## config.mk

```make
export PLATFORM = sky130hd
export DESIGN_NAME = cpu_program_sequencer_flat
export DESIGN_NICKNAME = d
export VERILOG_FILES = /design/src/rtl/cpu_program_sequencer_if.sv /design/src/rtl/cpu_program_sequencer.sv /design/src/flat_wrapper.sv
export SDC_FILE = /design/constraint.sdc
export NUM_CORES = 1
export LEC_CHECK = 0
export CAP_MARGIN = 10
export CORE_MARGIN = 2
export CORE_UTILIZATION = 50
export CTS_CLUSTER_SIZE = 25
export DETAILED_ROUTE_END_ITERATION = 10
export PLACE_DENSITY_LB_ADDON = 0.1
export SETUP_SLACK_MARGIN = 0.4
export SLEW_MARGIN = 20
export SYNTH_ARGS = -nofsm -noshare
export SYNTH_HDL_FRONTEND = slang
export SYNTH_SLANG_ARGS = --single-unit
```

## constraint.sdc

```tcl
create_clock -name clk -period 3.75 [get_ports clk]
set_input_delay 0.5625 -clock clk [delete_from_list [all_inputs] [get_ports clk]]
set_output_delay 0.5625 -clock clk [all_outputs]
set_load 0.03 [all_outputs]
```

## src/rtl/cpu_program_sequencer_if.sv

```systemverilog
// Host/CPU-side signal bundle for the program sequencer.
// master: host load path plus the CPU done line; slave: the sequencer itself.
interface cpu_program_sequencer_if #(
   parameter int ADDR_W = 4
);
   logic              start;
   logic              load_en;
   logic [ADDR_W-1:0] load_addr;
   logic [15:0]       load_data;
   logic              done;
   logic              cpu_resetn;
   logic              run;
   logic [15:0]       din;
   logic [ADDR_W-1:0] pc;
   logic              busy;
   logic              halted;
   logic              error;
   logic [15:0]       instr_count;

   modport master (
      output start, load_en, load_addr, load_data, done,
      input  cpu_resetn, run, din, pc, busy, halted, error, instr_count
   );

   modport slave (
      input  start, load_en, load_addr, load_data, done,
      output cpu_resetn, run, din, pc, busy, halted, error, instr_count
   );
endinterface

```

## src/rtl/cpu_program_sequencer.sv

```systemverilog
// Instruction-side sequencer for the 16-bit multicycle CPU: holds a loadable
// program memory, feeds instruction/immediate words on din while run is high,
// owns the CPU reset and follows done pulses to advance the program counter.
module cpu_program_sequencer #(
   parameter int ADDR_W = 4,
   parameter int WDOG   = 4
) (
   input  logic                    clk,
   input  logic                    resetn,
   cpu_program_sequencer_if.slave  sif
);
   localparam int DEPTH  = 2 ** ADDR_W;
   localparam int WDOG_W = $clog2(WDOG + 1);
   localparam logic [WDOG_W-1:0] WDOG_LAST = WDOG_W'(WDOG - 1);
   localparam logic [ADDR_W-1:0] PC_LAST   = ADDR_W'(DEPTH - 1);

   localparam logic [2:0] OP_MV   = 3'b000;
   localparam logic [2:0] OP_MVI  = 3'b001;
   localparam logic [2:0] OP_ADD  = 3'b010;
   localparam logic [2:0] OP_SUB  = 3'b011;
   localparam logic [2:0] OP_HALT = 3'b111;

   typedef enum logic [2:0] {
      S_IDLE,
      S_RST,
      S_FETCH,
      S_EXEC,
      S_STOP
   } state_t;

   state_t              state_reg, state_next;
   logic [ADDR_W-1:0]   pc_reg, pc_next;
   logic [15:0]         count_reg, count_next;
   logic                halted_reg, halted_next;
   logic                error_reg, error_next;
   logic [WDOG_W-1:0]   wdog_reg, wdog_next;
   logic                cpu_resetn_reg;

   logic [15:0]         mem [DEPTH];

   logic [15:0]         cur_word;
   logic [15:0]         imm_word;
   logic [2:0]          cur_op;
   logic [ADDR_W-1:0]   pc_plus1;
   logic [ADDR_W:0]     pc_sum;
   logic                op_legal;
   logic                run_c;
   logic [15:0]         din_c;

   // Combinational read of the current word and the word after it (MVI immediate).
   assign pc_plus1 = pc_reg + ADDR_W'(1);
   assign cur_word = mem[pc_reg];
   assign imm_word = mem[pc_plus1];
   assign cur_op   = cur_word[8:6];
   assign op_legal = (cur_op == OP_MV) || (cur_op == OP_MVI) ||
                     (cur_op == OP_ADD) || (cur_op == OP_SUB);
   // One extra bit so running past the last word is visible as the carry.
   assign pc_sum   = {1'b0, pc_reg} + ((cur_op == OP_MVI) ? (ADDR_W+1)'(2) : (ADDR_W+1)'(1));

   // Program memory write port; only the host may write while the CPU is idle.
   always_ff @(posedge clk) begin
      if (sif.load_en && (state_reg == S_IDLE || state_reg == S_STOP)) begin
         mem[sif.load_addr] <= sif.load_data;
      end
   end

   // State and status registers; cpu_resetn follows the state being entered.
   always_ff @(posedge clk or negedge resetn) begin
      if (!resetn) begin
         state_reg      <= S_IDLE;
         pc_reg         <= '0;
         count_reg      <= '0;
         halted_reg     <= 1'b0;
         error_reg      <= 1'b0;
         wdog_reg       <= '0;
         cpu_resetn_reg <= 1'b0;
      end else begin
         state_reg      <= state_next;
         pc_reg         <= pc_next;
         count_reg      <= count_next;
         halted_reg     <= halted_next;
         error_reg      <= error_next;
         wdog_reg       <= wdog_next;
         cpu_resetn_reg <= (state_next != S_IDLE) && (state_next != S_RST);
      end
   end

   // Next-state, bookkeeping and the run/din bus drive.
   always_comb begin
      state_next  = state_reg;
      pc_next     = pc_reg;
      count_next  = count_reg;
      halted_next = halted_reg;
      error_next  = error_reg;
      wdog_next   = wdog_reg;
      run_c       = 1'b0;
      din_c       = 16'h0000;

      case (state_reg)
         S_IDLE, S_STOP: begin
            if (sif.start) begin
               pc_next     = '0;
               count_next  = '0;
               halted_next = 1'b0;
               error_next  = 1'b0;
               state_next  = S_RST;
            end
         end

         S_RST: begin
            state_next = S_FETCH;
         end

         S_FETCH: begin
            if (cur_op == OP_HALT) begin
               halted_next = 1'b1;
               state_next  = S_STOP;
            end else if (!op_legal || (cur_op == OP_MVI && pc_reg == PC_LAST)) begin
               // Illegal opcode, or an MVI whose immediate would lie past the end.
               halted_next = 1'b1;
               error_next  = 1'b1;
               state_next  = S_STOP;
            end else begin
               run_c      = 1'b1;
               din_c      = cur_word;
               wdog_next  = '0;
               state_next = S_EXEC;
            end
         end

         S_EXEC: begin
            run_c = 1'b1;
            // The CPU samples the MVI immediate during its step 1.
            din_c = (cur_op == OP_MVI) ? imm_word : cur_word;
            if (sif.done) begin
               pc_next    = pc_sum[ADDR_W-1:0];
               count_next = (count_reg == 16'hFFFF) ? count_reg : count_reg + 16'd1;
               if (pc_sum[ADDR_W]) begin
                  halted_next = 1'b1;
                  state_next  = S_STOP;
               end else begin
                  state_next = S_FETCH;
               end
            end else if (wdog_reg == WDOG_LAST) begin
               halted_next = 1'b1;
               error_next  = 1'b1;
               state_next  = S_STOP;
            end else begin
               wdog_next = wdog_reg + WDOG_W'(1);
            end
         end

         default: begin
            state_next = S_IDLE;
         end
      endcase
   end

   assign sif.cpu_resetn  = cpu_resetn_reg;
   assign sif.run         = run_c;
   assign sif.din         = din_c;
   assign sif.pc          = pc_reg;
   assign sif.busy        = (state_reg == S_RST) || (state_reg == S_FETCH) || (state_reg == S_EXEC);
   assign sif.halted      = halted_reg;
   assign sif.error       = error_reg;
   assign sif.instr_count = count_reg;
endmodule

```

## src/flat_wrapper.sv

```systemverilog
// flat-port wrapper written by rule: the top's interface ports become plain ports
module cpu_program_sequencer_flat 
#(
   parameter int ADDR_W = 4,
   parameter int WDOG   = 4
)
  (clk, resetn, sif_start, sif_load_en, sif_load_addr, sif_load_data, sif_done, sif_cpu_resetn, sif_run, sif_din, sif_pc, sif_busy, sif_halted, sif_error, sif_instr_count);
  cpu_program_sequencer_if #(.ADDR_W(ADDR_W)) sif_i ();
  input  logic clk;
  input  logic resetn;
  input wire logic [$bits(sif_i.start)-1:0] sif_start;
  input wire logic [$bits(sif_i.load_en)-1:0] sif_load_en;
  input wire logic [$bits(sif_i.load_addr)-1:0] sif_load_addr;
  input wire logic [$bits(sif_i.load_data)-1:0] sif_load_data;
  input wire logic [$bits(sif_i.done)-1:0] sif_done;
  output wire logic [$bits(sif_i.cpu_resetn)-1:0] sif_cpu_resetn;
  output wire logic [$bits(sif_i.run)-1:0] sif_run;
  output wire logic [$bits(sif_i.din)-1:0] sif_din;
  output wire logic [$bits(sif_i.pc)-1:0] sif_pc;
  output wire logic [$bits(sif_i.busy)-1:0] sif_busy;
  output wire logic [$bits(sif_i.halted)-1:0] sif_halted;
  output wire logic [$bits(sif_i.error)-1:0] sif_error;
  output wire logic [$bits(sif_i.instr_count)-1:0] sif_instr_count;
  assign sif_i.start = sif_start;
  assign sif_i.load_en = sif_load_en;
  assign sif_i.load_addr = sif_load_addr;
  assign sif_i.load_data = sif_load_data;
  assign sif_i.done = sif_done;
  assign sif_cpu_resetn = sif_i.cpu_resetn;
  assign sif_run = sif_i.run;
  assign sif_din = sif_i.din;
  assign sif_pc = sif_i.pc;
  assign sif_busy = sif_i.busy;
  assign sif_halted = sif_i.halted;
  assign sif_error = sif_i.error;
  assign sif_instr_count = sif_i.instr_count;
  cpu_program_sequencer #(.ADDR_W(ADDR_W), .WDOG(WDOG)) u_core (.clk(clk), .resetn(resetn), .sif(sif_i));
endmodule
```

==> reports/metrics.cfg, run 1 <==
[run_status]
outcome = finished with violations
violations = negative setup slack

[grt]
grt.total_usage = 0.253
grt_max_degree = 39
grt_pass1_wl_um = 52700
antenna_found_initial = 0
grt_pass1_vias = 8367
grt_overflow = 0

[cts]
clockBufferDepth = 3
cts_sinks = 285
cts_tree = built
htreeDepth = 1
insertion_delay_ns = 0.56
cts_hold_buf = 0
cts_buffers = 30
clkTransAtPathRegs_ns = 0.06
cts-root-buf = clkbuf_16

[logic_synthesis]
synth_edf_count = 256
netlist_area_sq_um = 13700
synth_top_area_frac = 0.561
yosys_most_used_dff = edfxtp_1
synth.most_common_cell = edfxtp_1
ys.warnings.count = 0
syn_inst = 743
synthTopCellsByCount = 256 x edfxtp_1, 148 x mux4_2, 44 x nor2_1
syn_avg_cell_area_sq_um = 18.4
synth.area.top_cells = edfxtp_1 56%, mux4_2 24%, dfrtp_1 5.3%
seq_area_frac_synth = 0.614
synth_nets = 774
async_flop_share = 0.102
ys_seq_elements = 285
ys_types = 54
synth_top_area_cell = edfxtp_1

[setup_path]
cp_max_fo = 5
cp_data_required_time_ns = 3.19
cp.buffers_inverters = 4
reg2reg_depth = 12
cp_cell_sequence = buf_6 -> ha_4 -> buf_12 -> buf_16 -> mux4_2 -> mux4_2 -> mux2i_1 -> o21ai_1 -> buf_4
r2r_end = u_core.sif.halted
worstSetupPathType = reg2out
slowest_stage = dfrtp_4
setup.worst_path.end_class = output pin
crit_top_cell = mux4_2
critPathMaxStageDelay_ns = 0.51
cp.arrival_ns = 3.21
cp-start-kind = flop
critPathTopFamily = multiplexers
regToRegStartpoint = u_core.sif.pc[1]
ff2ff_setup_slack_ns = 0.55

[pwr]
finalPower_mw = 11.7
combPwrFrac = 0.445
switchingPower_mw = 3.65
intPower_mw = 8.04
sw_frac_of_total = 0.312
pwr-share-seq = 0.315
clkPwrFrac = 0.240
ir_drop_mv = 0.408
p_leak_nw = 5.32
p_per_area_nw_per_um2 = 705

[die]
rows = 60
dieArea_sq_um = 28800
die_w_um = 170
ios = 66
fp.dieH_um = 170
core_area_sq_um = 27000
initial_core_util = 0.509

[drt]
drt-initial-drc-count = 866
vias = 8129
drtAntennaViolNets = 0
vias_per_cell = 6.69
dr.pass1.iters = 5
drc = 0
drt_wl_total_um = 36100
drt-wirelength-per-cell_um = 29.7

[placed_design]
gp_congestion = 0.863
place_ws_ns = 0.170
placed_cells = 1137
dp_hpwl_um = 19700
io_buffers = 65
place_area_sq_um = 15000

[cells_and_area]
postLayoutCellArea_sq_um = 16600
syn_to_final_growth_pct = 21.0
final_cell_count_no_fill = 1215
final_nets = 886
antenna_cells_inserted = 0
final.fill_count = 1864
largest_reg_flops = 256
drive_above_1_share = 0.379

[sta]
finalSetupViolCount = 2
hold_viol = 0
maxSlewViolCount = 0
tightest_slew_ns = 0.916
rsz0062_at_grt = yes
post-route-period-util = 1.01
fin_crit_ns = 3.78
finalClockSkew_ns = 0.0208
fin_ws_ns = -0.0267
fmax_mhz = 265
relSlewSlack = 0.381

[run]
cap_violations = 0

[worst_hold_path]
hold_path_class = in2async

==> repair_timing <==
item / CTS / global route
setup endpoints to repair: 17 / 17
resized for setup: 60 / 29
pin swaps: 6 / 5
gates cloned: 7 / 2
buffers inserted: 13 / 5
==> area by class of cell <==
class / instances / area [sq um] / area share
flip-flops and latches: 285 / 8420 / 0.508
multi-input cells: 400 / 5260 / 0.317
repair buffers: 129 / 1540 / 0.0928
clock buffers: 42 / 817 / 0.0492
well taps: 341 / 427 / 0.0257
clock inverters: 9 / 93.8 / 0.00566
inverters: 9 / 36.3 / 0.00219
==> layout by cell type (no fill, tap or decap), types with 13 or more instances in the layout <==
| cell | instances |
|---|---|
| nand3_1 | 16 |
| nor2_1 | 31 |
| mux2i_1 | 15 |
| mux4_2 | 152 |
| nand2_1 | 35 |
| buf_4 | 41 |
| clkbuf_16 | 33 |
| edfxtp_1 | 256 |
| nor2_2 | 13 |
| buf_6 | 13 |
| clkdlybuf4s50_1 | 48 |
| dfrtp_1 | 26 |
==> logic make-up (layout without fill, tap and decap cells) <==
kind of cell	count (synthesis)	count (layout)	synth area share
flops	285	285	0.614
mux	183	183	0.274
simple gates	145	145	0.0514
buf+inv	58	189	0.0223
compound gates	52	52	0.0240
xor+xnor	14	14	0.00895
fa+ha+maj	6	6	0.00548
==> how the worst max path moves through the flow <==
stage                           startpoint           to  cells past startpoint
after floorplan           u_core.sif.pc[1]  sif_din[15]                      9
after global placement    u_core.sif.pc[1]   sif_din[6]                      8
after detailed placement  u_core.sif.pc[1]   sif_din[6]                      8
after CTS                 u_core.sif.pc[1]  sif_din[15]                      9
after global routing      u_core.sif.pc[1]  sif_din[15]                      9
final                     u_core.sif.pc[1]  sif_din[15]                      9
==> power by group through the flow <==
| stage | sequential (mW) | clock (mW) | combinational [mW] |
|---|---|---|---|
| final | 3.68 | 2.81 | 5.20 |
| after global routing | 3.69 | 2.96 | 5.46 |
| after CTS | 3.68 | 2.85 | 4.95 |
| after detailed placement | 3.75 | 0 | 4.09 |
| after global placement | 3.74 | 0 | 4.04 |
| after floorplan | 3.76 | 0 | 3.04 |
==> per-layer routing <==
| layer | part of all wire | GRT usage |
|---|---|---|
| met3 | 0.072 | 0.0408 |
| met2 | 0.51 | 0.434 |
| met1 | 0.39 | 0.334 |
| met5 | 0 | 0 |
| met4 | 0.030 | 0.0829 |
==> stage by stage <==
step	hold WS, ns	utilization	TNS, ns
2_1_floorplan	0.267	-	0
3_3_place_gp	0.483	0.556	0
3_5_place_dp	0.495	0.556	0
4_1_cts	0.406	0.608	-0.166
5_1_grt	0.413	0.616	-0.714
6_report	0.391	0.616	-0.0416
No activity file was read; power rests on OpenSTA's default activity.
==> run 2: changes to the inputs <==
--- a/config.mk
+++ b/config.mk
@@ -8,7 +8,7 @@
 export CAP_MARGIN = 10
 export CORE_MARGIN = 2
 export CORE_UTILIZATION = 50
-export CTS_CLUSTER_SIZE = 25
+export CTS_CLUSTER_SIZE = 14
 export DETAILED_ROUTE_END_ITERATION = 10
 export PLACE_DENSITY_LB_ADDON = 0.1
 export SETUP_SLACK_MARGIN = 0.4
==> run 2 against run 1 <==
Net effect:
- the flow still finishes with violations (negative setup slack)
- die area is the same
- global-route usage shrank 0.32 points
- cell count shrank 0.16%
- sequential cell count is the same
- first-iteration DRC count shrank 12%
- cell area shrank 0.52%
- critical path type unchanged
- critical endpoint unchanged
- highest routed layer unchanged
==> reports/metrics.cfg, run 2 (synthesis results as in run 1) <==
[pwr]
switchingPower_mw = 3.60
ir_drop_mv = 0.333
p_per_area_nw_per_um2 = 701
sw_frac_of_total = 0.311
pwr-share-seq = 0.318
intPower_mw = 7.97
combPwrFrac = 0.438
p_leak_nw = 5.30
clkPwrFrac = 0.243

[die]
core_area_sq_um = 27000
dieArea_sq_um = 28800
die_w_um = 170
initial_core_util = 0.509
fp.dieH_um = 170
rows = 60
ios = 66

[cells_and_area]
mostFrequentLayoutCells = 256 x edfxtp_1, 150 x mux4_2, 48 x clkdlybuf4s50_1
postLayoutCellArea_sq_um = 16500
final.fill_count = 1881
largest_reg_flops = 256
antenna_cells_inserted = 0
layout_commonest_cell = edfxtp_1
final_nets = 883
syn_to_final_growth_pct = 20.4
drive_above_1_share = 0.372

[cts]
cts-root-buf = clkbuf_16
clkTransAtPathRegs_ns = 0.06
cts_tree = built
cts_hold_buf = 0
htreeDepth = 1
insertion_delay_ns = 0.55
clockBufferDepth = 3
cts_buffers = 30
cts_sinks = 285

[run_status]
violations = negative setup slack
outcome = finished with violations

[setup_path]
worstSetupPathType = reg2out
reg2reg_depth = 12
critPathMaxStageDelay_ns = 0.52
regToRegStartpoint = u_core.sif.pc[1]
r2r_end = u_core.sif.halted
cp.arrival_ns = 3.24
slowest_stage = dfrtp_4
setup.worst_path.end_class = output pin
cp.buffers_inverters = 4
cp-start-kind = flop
crit_top_cell = mux4_2
cp_cell_sequence = buf_6 -> ha_4 -> buf_12 -> buf_16 -> mux4_2 -> mux4_2 -> mux2i_1 -> o21ai_1 -> buf_4
critPathTopFamily = multiplexers
ff2ff_setup_slack_ns = 0.54
cp_data_required_time_ns = 3.19
cp_max_fo = 5

[drt]
drt_wl_total_um = 35700
drtAntennaViolNets = 0
vias_per_cell = 6.64
drt-initial-drc-count = 765
vias = 8054
dr.pass1.iters = 5
drt-wirelength-per-cell_um = 29.4
drc = 0

[grt]
antenna_found_initial = 0
use_met3 = 0.0326
grt_pass1_wl_um = 52300
grt_pass1_vias = 8328
grt.total_usage = 0.250
grt_overflow = 0
use_met1 = 0.338
top_usage_layer = met2
grt_max_degree = 39
met2_usage = 0.423

[sta]
finalSetupViolCount = 3
fmax_mhz = 263
rsz0062_at_grt = yes
fin_crit_ns = 3.80
tightest_slew_ns = 0.912
post-route-period-util = 1.01
hold_viol = 0
relSlewSlack = 0.383
finalClockSkew_ns = 0.00680
fin_ws_ns = -0.0483
maxSlewViolCount = 0

[run]
cap_violations = 0

[placed_design]
place_ws_ns = 0.170
io_buffers = 65
gp_congestion = 0.863
place_area_sq_um = 15000
dp_hpwl_um = 19700

[worst_hold_path]
hold_path_class = in2async

## run 2: cell count changes in the layout (fill, tap and decap cells not counted), moves of 2 or more
| cell | before | now |
|---|---|---|
| mux4_2 | 152 | 150 |
| buf_16 | 9 | 6 |
| mux2i_4 | 6 | 2 |
| clkinv_1 | 4 | 7 |
| mux4_1 | 0 | 2 |
| mux2i_1 | 15 | 18 |
| clkbuf_1 | 11 | 7 |
| buf_6 | 13 | 11 |
| clkbuf_16 | 33 | 35 |
## run 2: metrics by stage
stage | hold slack, ns | util | total power, mW | cells | TNS, ns
after detailed placement | 0.495 | 0.556 | 7.84 | 1137 | 0
final | 0.403 | 0.612 | 11.6 | 1213 | -0.0816
after floorplan | 0.267 | - | 6.80 | 743 | 0
after CTS | 0.413 | 0.605 | 11.4 | 1205 | -0.244
after global placement | 0.483 | 0.556 | 7.78 | 1137 | 0
after global routing | 0.423 | 0.612 | 12.0 | 1213 | -0.791
## run 2: power by group through the flow
| stage | Clock, mW | Sequential [mW] | Combinational [mW] |
|---|---|---|---|
| after global placement | 0 | 3.74 | 4.04 |
| final | 2.81 | 3.68 | 5.07 |
| after global routing | 2.97 | 3.69 | 5.34 |
| after floorplan | 0 | 3.76 | 3.04 |
| after CTS | 2.85 | 3.68 | 4.84 |
| after detailed placement | 0 | 3.75 | 4.09 |
## run 2: layout make-up
cell class / instances / area [sq um] / area share
multi-input cells: 400 / 5220 / 0.316
well taps: 341 / 427 / 0.0258
clock buffers: 38 / 802 / 0.0486
clock inverters: 14 / 120 / 0.00728
repair buffers: 126 / 1490 / 0.0900
flip-flops and latches: 285 / 8420 / 0.510
inverters: 9 / 36.3 / 0.00220
## run 2: worst register-to-register path, stage by stage (launching register included)
cell and delay [ns]:
dfrtp_4 0.52, buf_4 0.16, mux4_2 0.41, mux2_4 0.31
a2111oi_4 0.23, or2_4 0.26, buf_4 0.15, inv_4 0.04
ha_1 0.21, ha_1 0.26, nand2_1 0.08, nand3_1 0.16
a32o_1 0.29
## run 2: worst max-delay path by stage
stage / startpoint / end / cells past startpoint
final: u_core.sif.pc[1] / sif_din[15] / 9
after global routing: u_core.sif.pc[1] / sif_din[15] / 9
after CTS: u_core.sif.pc[1] / sif_din[15] / 9
after detailed placement: u_core.sif.pc[1] / sif_din[6] / 8
after global placement: u_core.sif.pc[1] / sif_din[6] / 8
after floorplan: u_core.sif.pc[1] / sif_din[15] / 9
## run 2: layer usage
metal / up-vias / part of all wire
li1: 3335 / -
met3: 68 / 0.062
met1: 4289 / 0.40
met2: 362 / 0.50
met5: - / 0
met4: 0 / 0.030
## run 2: repair_timing
item                       CTS  global route
gates cloned                 5             4
pin swaps                    5             9
resized for setup           51            21
setup endpoints to repair   17            17
setup buffers               11             4
